==> src/rtl/freq_gate_controller.sv <==
// Gate-timing controller: snapshots a synchronised gray count at both edges of a
// programmable window and reports the binary difference as the event count.
module freq_gate_controller #(
   parameter int unsigned CNT_WIDTH  = 32,
   parameter int unsigned GATE_WIDTH = 27
) (
   input  logic                  clk,
   input  logic                  rst,
   input  logic [CNT_WIDTH-1:0]  gray_in,
   input  logic [GATE_WIDTH-1:0] gate_len,
   input  logic                  start,
   input  logic                  continuous,
   input  logic                  stop,
   output logic                  busy,
   output logic                  gate_open,
   output logic [CNT_WIDTH-1:0]  result,
   output logic                  result_valid,
   output logic                  gray_err
);

   typedef enum logic {
      IDLE = 1'b0,
      GATE = 1'b1
   } state_t;

   state_t                state, state_d;
   logic [CNT_WIDTH-1:0]  g_q, bin_q, bin_d;
   logic [CNT_WIDTH-1:0]  start_snap, snap_d, result_d;
   logic [CNT_WIDTH-1:0]  diff;
   logic [GATE_WIDTH-1:0] timer, timer_d;
   logic                  rv_d, err_d, multi_bit, accept;

   always_comb begin
      bin_d = '0;
      for (int unsigned i = 0; i < CNT_WIDTH; i++) begin
         bin_d[i] = ^(g_q >> i);
      end
   end

   // More than one bit set in the change mask <=> clearing the lowest set bit leaves something.
   always_comb begin
      diff      = gray_in ^ g_q;
      multi_bit = |(diff & (diff - CNT_WIDTH'(1)));
   end

   assign accept    = (state == IDLE) && start && (gate_len != '0);
   assign busy      = (state != IDLE);
   assign gate_open = (state == GATE);

   always_comb begin
      state_d  = state;
      timer_d  = timer;
      snap_d   = start_snap;
      result_d = result;
      rv_d     = 1'b0;
      err_d    = multi_bit ? 1'b1 : (accept ? 1'b0 : gray_err);
      case (state)
         IDLE: begin
            if (accept) begin
               snap_d  = bin_q;
               timer_d = gate_len - GATE_WIDTH'(1);
               state_d = GATE;
            end
         end
         GATE: begin
            if (stop) begin
               state_d = IDLE;
            end else if (timer != '0) begin
               timer_d = timer - GATE_WIDTH'(1);
            end else begin
               result_d = bin_q - start_snap;
               rv_d     = 1'b1;
               // End snapshot doubles as the next start snapshot: no dead time between windows.
               if (continuous && (gate_len != '0)) begin
                  snap_d  = bin_q;
                  timer_d = gate_len - GATE_WIDTH'(1);
               end else begin
                  state_d = IDLE;
               end
            end
         end
         default: state_d = IDLE;
      endcase
   end

   always_ff @(posedge clk or posedge rst) begin
      if (rst) begin
         state        <= IDLE;
         g_q          <= '0;
         bin_q        <= '0;
         start_snap   <= '0;
         timer        <= '0;
         result       <= '0;
         result_valid <= 1'b0;
         gray_err     <= 1'b0;
      end else begin
         state        <= state_d;
         g_q          <= gray_in;
         bin_q        <= bin_d;
         start_snap   <= snap_d;
         timer        <= timer_d;
         result       <= result_d;
         result_valid <= rv_d;
         gray_err     <= err_d;
      end
   end

endmodule
==> config.mk <==
export PLATFORM = sky130hd
export DESIGN_NAME = freq_gate_controller
export DESIGN_NICKNAME = d
export VERILOG_FILES = /design/src/rtl/freq_gate_controller.sv
export SDC_FILE = /design/constraint.sdc
export NUM_CORES = 1
export LEC_CHECK = 0
export BUFFER_PORTS_ARGS = -buffer_cell sky130_fd_sc_hd__buf_2
export CAP_MARGIN = 15
export CORE_ASPECT_RATIO = 1.2
export CORE_MARGIN = 2
export CORE_UTILIZATION = 32
export DETAILED_ROUTE_END_ITERATION = 8
export GPL_ROUTABILITY_DRIVEN = 0
export MAX_ROUTING_LAYER = met4
export RECOVER_POWER = 50
export SLEW_MARGIN = 15
export SYNTH_ARGS = -nofsm -noshare
export SYNTH_HDL_FRONTEND = slang
export SYNTH_SLANG_ARGS = --single-unit
==> constraint.sdc <==
create_clock -name clk -period 9.9 [get_ports clk]
set_clock_uncertainty 0.15 [all_clocks]
set_input_delay 1.98 -clock clk [delete_from_list [all_inputs] [get_ports clk]]
set_output_delay 1.98 -clock clk [all_outputs]
set_load 0.005 [all_outputs]
==> impl_metrics.xml, run 1 <==
<?xml version="1.0" encoding="UTF-8"?>
<metrics>
  <group name="synth">
    <metric name="main_synth_ff_type" unit="">dfrtp_1</metric>
    <metric name="postSynthNetCount" unit="">986</metric>
    <metric name="ys_types" unit="">53</metric>
    <metric name="ys_ff_latch" unit="">158</metric>
    <metric name="post_synth_inst_count" unit="">888</metric>
    <metric name="yosys-top-cells-area" unit="">dfrtp_1 46%, o21ai_0 5.7%, xor2_1 5.2%</metric>
    <metric name="synth_area" unit="sq um">8550</metric>
    <metric name="synth_top_cells_by_count" unit="">158 x dfrtp_1, 102 x nand2_1, 98 x o21ai_0, 65 x inv_1, 64 x a21oi_1</metric>
    <metric name="synth.most_common_cell" unit="">dfrtp_1</metric>
    <metric name="synth_top_cell_area_share" unit="%">46.2</metric>
    <metric name="async_reset_ff_share" unit="%">100</metric>
    <metric name="synth_top_area_cell" unit="">dfrtp_1</metric>
    <metric name="synth_edf_count" unit="">0</metric>
    <metric name="yosys_warnings" unit="">0</metric>
    <metric name="synth_area_per_cell" unit="sq um">9.63</metric>
    <metric name="synth.yosys.seq_area_share" unit="%">46.2</metric>
  </group>
  <group name="floorplan">
    <metric name="die_h" unit="um">183</metric>
    <metric name="core.rowCount" unit="">65</metric>
    <metric name="die-area" unit="sq um">28000</metric>
    <metric name="ios" unit="">100</metric>
    <metric name="placeableCoreArea" unit="sq um">26300</metric>
    <metric name="initial_utilization" unit="%">32.6</metric>
    <metric name="die_w" unit="um">153</metric>
  </group>
  <group name="sta">
    <metric name="final_hold_viols" unit="">0</metric>
    <metric name="whs" unit="ps">308</metric>
    <metric name="max_slew.worst_pin.slew" unit="ps">3560</metric>
    <metric name="finalSetupTns" unit="ps">0</metric>
    <metric name="setup_viol_count_final" unit="">0</metric>
    <metric name="slew_violations" unit="">81</metric>
    <metric name="max_slew_margin" unit="%">-139</metric>
    <metric name="max_frequency" unit="GHz">0.169</metric>
    <metric name="layout_min_cycle_time" unit="ps">5920</metric>
    <metric name="fin_crit_sh" unit="%">59.8</metric>
    <metric name="unrepaired_setup_endpoints_after_global_routing" unit="">no</metric>
  </group>
  <group name="placement">
    <metric name="dp_hpwl" unit="um">13400</metric>
    <metric name="number_of_cells_in_the_design_after_placement" unit="">1301</metric>
    <metric name="buffer_ports.inserted" unit="">99</metric>
  </group>
  <group name="setup_path">
    <metric name="critical-path-max-stage-delay" unit="ps">500</metric>
    <metric name="cp_top_family" unit="">XOR/XNOR gates</metric>
    <metric name="cp_cell_sequence" unit="">xor3_1, xor3_1, xor3_1, xor3_1, xor3_1, xor3_1, xor3_2, xor3_2, xor3_1, xor2_2, xnor3_2, xor2_2, xor2_2, xor2_2, xnor2_1, xor3_1, xnor2_2, xor2_2, xnor3_1</metric>
    <metric name="path_class" unit="">register to register</metric>
    <metric name="critical_path.startpoint_type" unit="">register</metric>
    <metric name="worst_ep_arrival_time" unit="ps">6070</metric>
    <metric name="cp_max_fo" unit="">4</metric>
    <metric name="critical_path_buf_inv_count" unit="">0</metric>
    <metric name="worstSetupEndpointType" unit="">register</metric>
    <metric name="cp_common_cell" unit="">xor3_1</metric>
    <metric name="crit_required" unit="ps">10050</metric>
    <metric name="critical_path.slowest_cell" unit="">xor3_1</metric>
  </group>
  <group name="clock_network">
    <metric name="tritoncts" unit="">done</metric>
    <metric name="cts-htree-levels" unit="">4</metric>
    <metric name="numCtsBuffers" unit="">17</metric>
    <metric name="cts.hold.buffers_added" unit="">0</metric>
    <metric name="cts_resized" unit="">0</metric>
    <metric name="ctsLongestPathBuffers" unit="">2</metric>
    <metric name="cts_setup_buffers" unit="">0</metric>
    <metric name="tritoncts_num_sinks" unit="">158</metric>
    <metric name="clk-insertion-delay-late" unit="ps">430</metric>
    <metric name="clock_root_buffer" unit="">clkbuf_16</metric>
    <metric name="clkSlewWorstSetupHoldPaths" unit="ps">60</metric>
  </group>
  <group name="drt">
    <metric name="detailedRoute.firstPassIterationCount" unit="">5</metric>
    <metric name="drcViolationCount" unit="">0</metric>
    <metric name="route.detailed.wl_per_inst" unit="um">13.5</metric>
    <metric name="detail_route.iter0.violations" unit="">275</metric>
    <metric name="avgViaCountPerCell" unit="">4.70</metric>
    <metric name="ant_nets" unit="">0</metric>
    <metric name="route.final.wire_length" unit="um">18100</metric>
    <metric name="num_vias" unit="">6271</metric>
  </group>
  <group name="global_route">
    <metric name="pin_count_of_the_biggest_net_entering_global_routing" unit="">81</metric>
    <metric name="first_pass_grt_wire_length" unit="um">30300</metric>
    <metric name="first_global_vias" unit="">6142</metric>
    <metric name="grt_antenna_before_repair" unit="">3</metric>
    <metric name="grt.overflow.total" unit="">0</metric>
    <metric name="global_route_total_usage_across_every_layer" unit="%">13.8</metric>
  </group>
  <group name="power">
    <metric name="max-vdd-ir-drop" unit="mV">0.127</metric>
    <metric name="p_leak" unit="nW">4.46</metric>
    <metric name="power.density_cell_area" unit="nW/um^2">270</metric>
  </group>
  <group name="final_layout">
    <metric name="sequential_cell_area" unit="sq um">3950</metric>
    <metric name="num-nets-final" unit="">1083</metric>
    <metric name="layout-area-overhead-vs-synth" unit="%">16.4</metric>
    <metric name="layout-drive-gt1-share" unit="%">9.25</metric>
    <metric name="multi_input_comb_area" unit="sq um">4260</metric>
    <metric name="fillerInstances" unit="">2655</metric>
    <metric name="finish.cell_count_without_fillers" unit="">1333</metric>
  </group>
  <group name="job">
    <metric name="cap_viol_max_count" unit="">1</metric>
  </group>
  <group name="worst_hold_path">
    <metric name="hold_path_class" unit="">register to register</metric>
  </group>
  <group name="run_status">
    <metric name="outcome" unit="">finished, violations left</metric>
    <metric name="violations" unit="">max-capacitance violations, max-slew violations</metric>
  </group>
</metrics>
-- final cells by class --
cell class | instances | area share [%]
Clock buffer | 18 | 4.41
Antenna cell | 3 | 0.0754
Inverter | 65 | 2.46
Sequential cell | 158 | 39.7
Tap cell | 335 | 4.21
Multi-Input combinational cell | 639 | 42.8
Clock inverter | 11 | 1.70
Timing Repair Buffer | 104 | 4.64
-- metrics by stage --
step	util [%]	total power, mW	setup WS (ps)	instance area, sq um
3_5_place_dp	35.9	2.03	3900	9420
6_report	37.9	2.69	3980	9960
4_1_cts	38.2	2.73	3950	10000
5_1_grt	37.9	2.94	3550	9960
3_3_place_gp	35.9	2.02	3880	9420
2_1_floorplan	-	1.81	3510	8550
-- report_power, final --
| part | internal (mW) | switching (mW) | total [mW] |
|---|---|---|---|
| clock | 0.424 | 0.253 | 0.676 |
| combinational | 0.504 | 0.603 | 1.11 |
| sequential | 0.808 | 0.101 | 0.909 |
-- per-layer routing --
metal / vias up / routed length (um) / global-route usage, %
li1: 3264 / - / -
met1: 2887 / 8570 / 17.7
met2: 104 / 8490 / 21.8
met3: 16 / 772 / 3.33
met4: 0 / 216 / 4.15
met5: - / 0 / -
-- cells by family (layout without fill, tap and decap cells) --
group | after synthesis | in the layout | share of synthesized area, %
AO/OA/AOI/OAI | 241 | 241 | 16.6
XOR/XNOR | 105 | 105 | 13.5
adder cells (fa/ha/maj) | 37 | 37 | 5.41
buffers and inverters | 91 | 198 | 4.04
flip-flops | 158 | 158 | 46.2
multiplexers | 2 | 2 | 0.263
other | 0 | 3 | 0
AND/OR/NAND/NOR | 254 | 254 | 14.0
-- registers in the layout (all words and copies together) (netlist names) --
signal and count:
bin_q 32, start_snap 32, result_valid 1, busy 1, result 32, gray_err 1
timer 27, g_q 32
-- path summary, 6_finish.rpt --
check                        start         end  slack, ps  cells past startpoint
max                        g_q[31]    bin_q[0]       3980                     19
min                        g_q[31]   bin_q[31]        310                      0
max reg2reg                g_q[31]    bin_q[0]       3980                     19
min reg2reg                g_q[31]   bin_q[31]        310                      0
max in group asynchronous      rst     g_q[26]       4980                      3
min in group asynchronous      rst  result[31]       2460                      2
-- layout by cell type, fill, tap and decap left out, types with 7 or more instances in the layout --
cell type	synthesis	layout
a21o_1	15	15
nor3_1	29	29
or3_1	15	15
xnor2_1	36	36
ha_1	33	33
nand2b_1	12	12
o22ai_1	8	8
o21ai_0	98	98
xor2_1	51	51
inv_1	65	64
dfrtp_1	158	158
and3_1	8	8
nor2_1	44	44
nand2_1	102	102
a22oi_1	7	7
clkbuf_16	0	17
o31ai_1	11	11
a21oi_1	64	62
buf_2	0	42
nand3_1	12	12
xor3_1	4	8
clkbuf_1	25	57
nor4_1	9	9
No activity file was read; power rests on OpenSTA's default activity.
==> run 2, diff against run 1 <==
==> constraint.sdc (replaced) <==
create_clock -name clk -period 5.35 [get_ports clk]
set_clock_uncertainty 0.15 [all_clocks]
set_input_delay 1.07 -clock clk [delete_from_list [all_inputs] [get_ports clk]]
set_output_delay 1.07 -clock clk [all_outputs]
set_load 0.005 [all_outputs]
==> impl_metrics.xml, run 2 (synthesized netlist as in run 1, its figures left out) <==
<?xml version="1.0" encoding="UTF-8"?>
<metrics>
  <group name="setup_path">
    <metric name="cp_cell_sequence" unit="">xor3_1, xor3_2, xor3_2, xor3_2, xor3_1, xor3_2, xor3_2, xor3_2, xor3_1, xor2_2, xnor3_2, xor2_4, xor2_2, xor2_2, xnor2_2, xor3_2, xnor2_2, xor2_2, xnor3_1</metric>
    <metric name="cp_common_cell" unit="">xor3_2</metric>
    <metric name="critical_path.slowest_cell" unit="">xor3_1</metric>
    <metric name="critical-path-max-stage-delay" unit="ps">430</metric>
    <metric name="path_class" unit="">register to register</metric>
    <metric name="critical_path_buf_inv_count" unit="">0</metric>
    <metric name="worstSetupEndpointType" unit="">register</metric>
    <metric name="cp_max_fo" unit="">2</metric>
    <metric name="worst_ep_arrival_time" unit="ps">5470</metric>
    <metric name="cp_top_family" unit="">XOR/XNOR gates</metric>
    <metric name="critical_path.startpoint_type" unit="">register</metric>
    <metric name="crit_required" unit="ps">5500</metric>
  </group>
  <group name="power">
    <metric name="comb_power_share" unit="%">45.3</metric>
    <metric name="max-vdd-ir-drop" unit="mV">0.255</metric>
    <metric name="p_int" unit="mW">3.30</metric>
    <metric name="power.sequential.fraction" unit="%">32.7</metric>
    <metric name="share_of_power_burned_in_the_clock_network" unit="%">22.0</metric>
    <metric name="power.density_cell_area" unit="nW/um^2">502</metric>
    <metric name="p_leak" unit="nW">4.70</metric>
    <metric name="net-switching-power" unit="mW">1.83</metric>
    <metric name="power.share.switching" unit="%">35.6</metric>
  </group>
  <group name="final_layout">
    <metric name="post-route-cell-area" unit="sq um">10200</metric>
    <metric name="layout_common_cells" unit="">158 x dfrtp_1, 102 x nand2_1, 98 x o21ai_0</metric>
    <metric name="postLayoutCoreUtil" unit="%">38.9</metric>
    <metric name="layout-drive-gt1-share" unit="%">15.2</metric>
    <metric name="fillerInstances" unit="">2631</metric>
    <metric name="num-nets-final" unit="">1114</metric>
    <metric name="mostFrequentLayoutCell" unit="">dfrtp_1</metric>
    <metric name="layout-area-overhead-vs-synth" unit="%">19.5</metric>
  </group>
  <group name="worst_hold_path">
    <metric name="hold_path_class" unit="">register to register</metric>
  </group>
  <group name="global_route">
    <metric name="global_route_total_usage_across_every_layer" unit="%">13.7</metric>
    <metric name="grt_antenna_before_repair" unit="">6</metric>
    <metric name="grt.overflow.total" unit="">0</metric>
    <metric name="pin_count_of_the_biggest_net_entering_global_routing" unit="">117</metric>
    <metric name="first_pass_grt_wire_length" unit="um">30300</metric>
    <metric name="first_global_vias" unit="">6337</metric>
  </group>
  <group name="clock_network">
    <metric name="clock_root_buffer" unit="">clkbuf_16</metric>
    <metric name="clk-insertion-delay-late" unit="ps">430</metric>
    <metric name="cts.hold.buffers_added" unit="">0</metric>
    <metric name="tritoncts" unit="">done</metric>
    <metric name="ctsLongestPathBuffers" unit="">2</metric>
    <metric name="clkSlewWorstSetupHoldPaths" unit="ps">60</metric>
    <metric name="cts-htree-levels" unit="">4</metric>
    <metric name="tritoncts_num_sinks" unit="">158</metric>
    <metric name="numCtsBuffers" unit="">17</metric>
  </group>
  <group name="drt">
    <metric name="num_vias" unit="">6421</metric>
    <metric name="detail_route.iter0.violations" unit="">297</metric>
    <metric name="route.detailed.wl_per_inst" unit="um">13.2</metric>
    <metric name="ant_nets" unit="">0</metric>
    <metric name="route.final.wire_length" unit="um">18000</metric>
    <metric name="drcViolationCount" unit="">0</metric>
    <metric name="avgViaCountPerCell" unit="">4.69</metric>
    <metric name="detailedRoute.firstPassIterationCount" unit="">4</metric>
  </group>
  <group name="sta">
    <metric name="fin_crit_sh" unit="%">99.5</metric>
    <metric name="final_hold_viols" unit="">0</metric>
    <metric name="unrepaired_setup_endpoints_after_global_routing" unit="">yes</metric>
    <metric name="setup_viol_count_final" unit="">0</metric>
    <metric name="finalSetupTns" unit="ps">0</metric>
    <metric name="max_slew_margin" unit="%">34.6</metric>
    <metric name="slew_violations" unit="">0</metric>
    <metric name="setup_ws" unit="ps">25.4</metric>
    <metric name="max_frequency" unit="GHz">0.188</metric>
    <metric name="max_slew.worst_pin.slew" unit="ps">979</metric>
    <metric name="layout_min_cycle_time" unit="ps">5320</metric>
  </group>
  <group name="placement">
    <metric name="placement.cell_area" unit="sq um">9600</metric>
    <metric name="preCtsSetupSlack" unit="ps">-89.5</metric>
    <metric name="dp_hpwl" unit="um">13500</metric>
    <metric name="buffer_ports.inserted" unit="">99</metric>
  </group>
  <group name="floorplan">
    <metric name="ios" unit="">100</metric>
    <metric name="die_w" unit="um">153</metric>
    <metric name="die_h" unit="um">183</metric>
    <metric name="core.rowCount" unit="">65</metric>
    <metric name="die-area" unit="sq um">28000</metric>
    <metric name="initial_utilization" unit="%">32.6</metric>
    <metric name="placeableCoreArea" unit="sq um">26300</metric>
  </group>
  <group name="job">
    <metric name="cap_viol_max_count" unit="">0</metric>
  </group>
  <group name="run_status">
    <metric name="outcome" unit="">complete, no violations</metric>
  </group>
</metrics>
[run 2: cell types whose count changed in the layout (fill, tap and decap cells not counted), sizes merged]
cell / delta
buf: +56
bufinv: -3
clkbuf: -23
clkinvlp: +3
diode: +3
[run 2: timing repair]
action                     in CTS  in global routing
buffers inserted                9                  2
resized for setup               0                  4
setup endpoints to repair       3                  4
pin swaps                       0                  1
[run 2: power by group through the flow]
| stage | clock [mW] | sequential, mW | combinational (mW) |
|---|---|---|---|
| detailed placement | 0 | 1.69 | 2.21 |
| global placement | 0 | 1.69 | 2.18 |
| CTS | 1.17 | 1.68 | 2.31 |
| global route | 1.22 | 1.71 | 2.65 |
| finish | 1.13 | 1.68 | 2.32 |
| floorplan | 0 | 1.65 | 1.71 |
[run 2: metal layers]
metal	vias up	GRT usage (%)	share of wire (%)
met4	0	4.63	1.6
li1	3348	-	-
met1	2932	16.2	45
met2	122	22.7	48
met5	-	-	0
met3	19	3.69	4.9
[run 2: final timing paths]
check / depth (start not counted) / start / slack, ps / end
min in group asynchronous: 2 / rst / 710 / g_q[3]
worst max-delay path: 19 / g_q[31] / 30 / bin_q[0]
worst min register to register: 2 / result[15] / 320 / result[15]
worst min-delay path: 2 / result[15] / 320 / result[15]
max in group asynchronous: 3 / rst / 3220 / bin_q[31]
worst max register to register: 19 / g_q[31] / 30 / bin_q[0]
[run 2: through the flow]
stage / total power [mW] / instances / hold slack (ps)
final: 5.13 / 1369 / 321
after global routing: 5.58 / 1369 / 345
after CTS: 5.15 / 1361 / 321
after detailed placement: 3.90 / 1321 / 308
after global placement: 3.87 / 1321 / 299
after floorplan: 3.35 / 888 / 280
[run 2: cell type report]
cell class                      instances  area, sq um  area share, %
Clock buffer                           20          457           4.47
Sequential cell                       158         3950           38.7
Tap cell                              335          419           4.10
Multi-Input combinational cell        639         4290           41.9
Antenna cell                            6         15.0          0.147
Clock inverter                         11         93.8          0.918
Timing Repair Buffer                  135          748           7.32
Inverter                               65          248           2.42
[run 2: worst reg2reg max path: stages, from the launching register on]
cell and delay, ps:
dfrtp_1 370, xor3_1 430, xor3_2 290, xor3_2 240
xor3_2 270, xor3_1 240, xor3_2 280, xor3_2 230
xor3_2 260, xor3_1 270, xor2_2 180, xnor3_2 330
xor2_4 180, xor2_2 220, xor2_2 210, xnor2_2 140
xor3_2 300, xnor2_2 200, xor2_2 170, xnor3_1 240
==> run 3, diff against run 2 <==
--- a/config.mk
+++ b/config.mk
@@ -7,12 +7,14 @@
 export LEC_CHECK = 0
 export BUFFER_PORTS_ARGS = -buffer_cell sky130_fd_sc_hd__buf_2
 export CAP_MARGIN = 15
-export CORE_ASPECT_RATIO = 1.2
+export CORE_ASPECT_RATIO = 1.4
 export CORE_MARGIN = 2
 export CORE_UTILIZATION = 32
+export CTS_BUF_LIST = sky130_fd_sc_hd__clkbuf_8
 export DETAILED_ROUTE_END_ITERATION = 8
 export GPL_ROUTABILITY_DRIVEN = 0
 export MAX_ROUTING_LAYER = met4
+export PLACE_DENSITY = 0.5
 export RECOVER_POWER = 50
 export SLEW_MARGIN = 15
 export SYNTH_ARGS = -nofsm -noshare
==> impl_metrics.xml, run 3 (synthesized netlist as in run 1, its figures left out) <==
<?xml version="1.0" encoding="UTF-8"?>
<metrics>
  <group name="final_layout">
    <metric name="layout-drive-gt1-share" unit="%">15.6</metric>
    <metric name="finish.cell_count_without_fillers" unit="">1361</metric>
    <metric name="layout_common_cells" unit="">158 x dfrtp_1, 102 x nand2_1, 98 x o21ai_0</metric>
    <metric name="mostFrequentLayoutCell" unit="">dfrtp_1</metric>
    <metric name="layout-area-overhead-vs-synth" unit="%">17.8</metric>
    <metric name="fillerInstances" unit="">2659</metric>
    <metric name="num-nets-final" unit="">1118</metric>
  </group>
  <group name="floorplan">
    <metric name="core.rowCount" unit="">70</metric>
    <metric name="initial_utilization" unit="%">32.7</metric>
    <metric name="die_h" unit="um">197</metric>
    <metric name="die-area" unit="sq um">28100</metric>
    <metric name="ios" unit="">100</metric>
    <metric name="placeableCoreArea" unit="sq um">26200</metric>
    <metric name="die_w" unit="um">142</metric>
  </group>
  <group name="clock_network">
    <metric name="numCtsBuffers" unit="">17</metric>
    <metric name="tritoncts" unit="">done</metric>
    <metric name="tritoncts_num_sinks" unit="">158</metric>
    <metric name="clk-insertion-delay-late" unit="ps">460</metric>
    <metric name="clock_root_buffer" unit="">clkbuf_8</metric>
    <metric name="cts-htree-levels" unit="">4</metric>
    <metric name="ctsLongestPathBuffers" unit="">2</metric>
    <metric name="clkSlewWorstSetupHoldPaths" unit="ps">90</metric>
  </group>
  <group name="power">
    <metric name="power.share.switching" unit="%">37.0</metric>
    <metric name="power.sequential.fraction" unit="%">34.0</metric>
    <metric name="max-vdd-ir-drop" unit="mV">0.158</metric>
    <metric name="p_int" unit="mW">3.12</metric>
    <metric name="power.density_cell_area" unit="nW/um^2">491</metric>
    <metric name="p_leak" unit="nW">4.64</metric>
    <metric name="net-switching-power" unit="mW">1.83</metric>
    <metric name="share_of_power_burned_in_the_clock_network" unit="%">18.3</metric>
    <metric name="post-layout-total-power" unit="mW">4.95</metric>
    <metric name="comb_power_share" unit="%">47.8</metric>
  </group>
  <group name="setup_path">
    <metric name="worst_ep_arrival_time" unit="ps">5530</metric>
    <metric name="critical-path-max-stage-delay" unit="ps">410</metric>
    <metric name="cp_cell_sequence" unit="">xor3_1, xor3_2, xor3_2, xor3_2, xor3_1, xor3_2, xor3_2, xor3_2, xor3_1, xor2_2, xnor3_2, xor2_2, xor2_2, xor2_2, xnor2_2, xor3_1, xnor2_2, xor2_2, xnor3_1</metric>
    <metric name="worstSetupEndpointType" unit="">register</metric>
    <metric name="cp_top_family" unit="">XOR/XNOR gates</metric>
    <metric name="critical_path.slowest_cell" unit="">xor3_1</metric>
    <metric name="path_class" unit="">register to register</metric>
    <metric name="cp_max_fo" unit="">2</metric>
    <metric name="critical_path_buf_inv_count" unit="">0</metric>
    <metric name="cp_common_cell" unit="">xor3_2</metric>
    <metric name="critical_path.startpoint_type" unit="">register</metric>
    <metric name="crit_required" unit="ps">5540</metric>
  </group>
  <group name="sta">
    <metric name="max_slew.worst_pin.slew" unit="ps">1550</metric>
    <metric name="setup_viol_count_final" unit="">0</metric>
    <metric name="slew_violations" unit="">34</metric>
    <metric name="max_slew_margin" unit="%">-4.17</metric>
    <metric name="max_frequency" unit="GHz">0.187</metric>
    <metric name="final_hold_viols" unit="">0</metric>
    <metric name="fin_crit_sh" unit="%">99.8</metric>
    <metric name="setup_ws" unit="ps">8.78</metric>
    <metric name="layout_min_cycle_time" unit="ps">5340</metric>
    <metric name="unrepaired_setup_endpoints_after_global_routing" unit="">yes</metric>
  </group>
  <group name="global_route">
    <metric name="global_route_total_usage_across_every_layer" unit="%">14.4</metric>
    <metric name="first_pass_grt_wire_length" unit="um">31200</metric>
    <metric name="first_global_vias" unit="">6496</metric>
    <metric name="pin_count_of_the_biggest_net_entering_global_routing" unit="">78</metric>
    <metric name="grt_antenna_before_repair" unit="">4</metric>
    <metric name="grt.overflow.total" unit="">0</metric>
  </group>
  <group name="drt">
    <metric name="drcViolationCount" unit="">0</metric>
    <metric name="detail_route.iter0.violations" unit="">165</metric>
    <metric name="num_vias" unit="">6420</metric>
    <metric name="route.detailed.wl_per_inst" unit="um">13.5</metric>
    <metric name="detailedRoute.firstPassIterationCount" unit="">4</metric>
    <metric name="ant_nets" unit="">0</metric>
    <metric name="avgViaCountPerCell" unit="">4.72</metric>
    <metric name="route.final.wire_length" unit="um">18400</metric>
  </group>
  <group name="run_status">
    <metric name="outcome" unit="">finished, violations left</metric>
    <metric name="violations" unit="">max-capacitance violations, max-slew violations</metric>
  </group>
  <group name="placement">
    <metric name="buffer_ports.inserted" unit="">99</metric>
    <metric name="number_of_cells_in_the_design_after_placement" unit="">1312</metric>
    <metric name="preCtsSetupSlack" unit="ps">-147</metric>
    <metric name="dp_hpwl" unit="um">14000</metric>
  </group>
  <group name="job">
    <metric name="cap_viol_max_count" unit="">1</metric>
  </group>
  <group name="worst_hold_path">
    <metric name="hold_path_class" unit="">register to register</metric>
  </group>
</metrics>
==> run 3: metrics by stage <==
| step | util (%) | hold WS, ps | cell area (sq um) | TNS, ps |
|---|---|---|---|---|
| floorplan | - | 280 | 8550 | -137 |
| global placement | 36.6 | 308 | 9600 | -27.5 |
| detailed placement | 36.6 | 307 | 9600 | -304 |
| CTS | 38.5 | 327 | 10100 | -190 |
| global route | 38.5 | 357 | 10100 | -781 |
| finish | 38.5 | 318 | 10100 | 0 |
==> run 3: worst paths after layout <==
kind	cells after the start	startpoint	to	slack (ps)
worst max-delay path	19	g_q[31]	bin_q[0]	9
worst min-delay path	2	result[15]	result[15]	320
max in group asynchronous	3	rst	start_snap[22]	2990
min in group asynchronous	2	rst	g_q[5]	810
worst min register to register	2	result[15]	result[15]	320
worst max register to register	19	g_q[31]	bin_q[0]	9
==> run 3: final cells by class <==
class | count | area [sq um] | share of cell area (%)
multi-input cells | 639 | 4270 | 42.4
flip-flops and latches | 158 | 3950 | 39.3
repair buffers | 139 | 781 | 7.75
well taps | 324 | 405 | 4.03
clock buffers | 19 | 262 | 2.60
inverters | 65 | 245 | 2.44
clock inverters | 13 | 140 | 1.39
diodes | 4 | 10.0 | 0.0994
==> run 3: worst min-delay path, cell delays in order, from the launching register on <==
cell	delay [ps]
dfrtp_1	350
nand2_1	50
nand2_1	50
==> run 3: repair_timing <==
action / 4_1_cts / 5_1_grt
hold buffers: 0 / 0
resized for setup: 1 / 2
pin swaps: 2 / 1
setup buffers: 12 / 1
cloned: 0 / 0
endpoints found under the setup margin: 3 / 4
==> run 3: power groups by stage <==
stage / Combinational [mW] / Sequential (mW) / Clock [mW]
after floorplan: 1.71 / 1.65 / 0
after global placement: 2.21 / 1.70 / 0
after detailed placement: 2.23 / 1.70 / 0
after CTS: 2.38 / 1.68 / 0.945
after global routing: 2.70 / 1.72 / 0.997
final: 2.36 / 1.68 / 0.904
==> run 3: layer usage <==
metal  share of wire, %  track usage, %  vias to the layer above
met1                 43            16.4                     2963
met4                2.1            5.33                        0
met5                  0               -                        -
met2                 49            24.0                       98
met3                5.1            4.17                       20
li1                   -               -                     3339
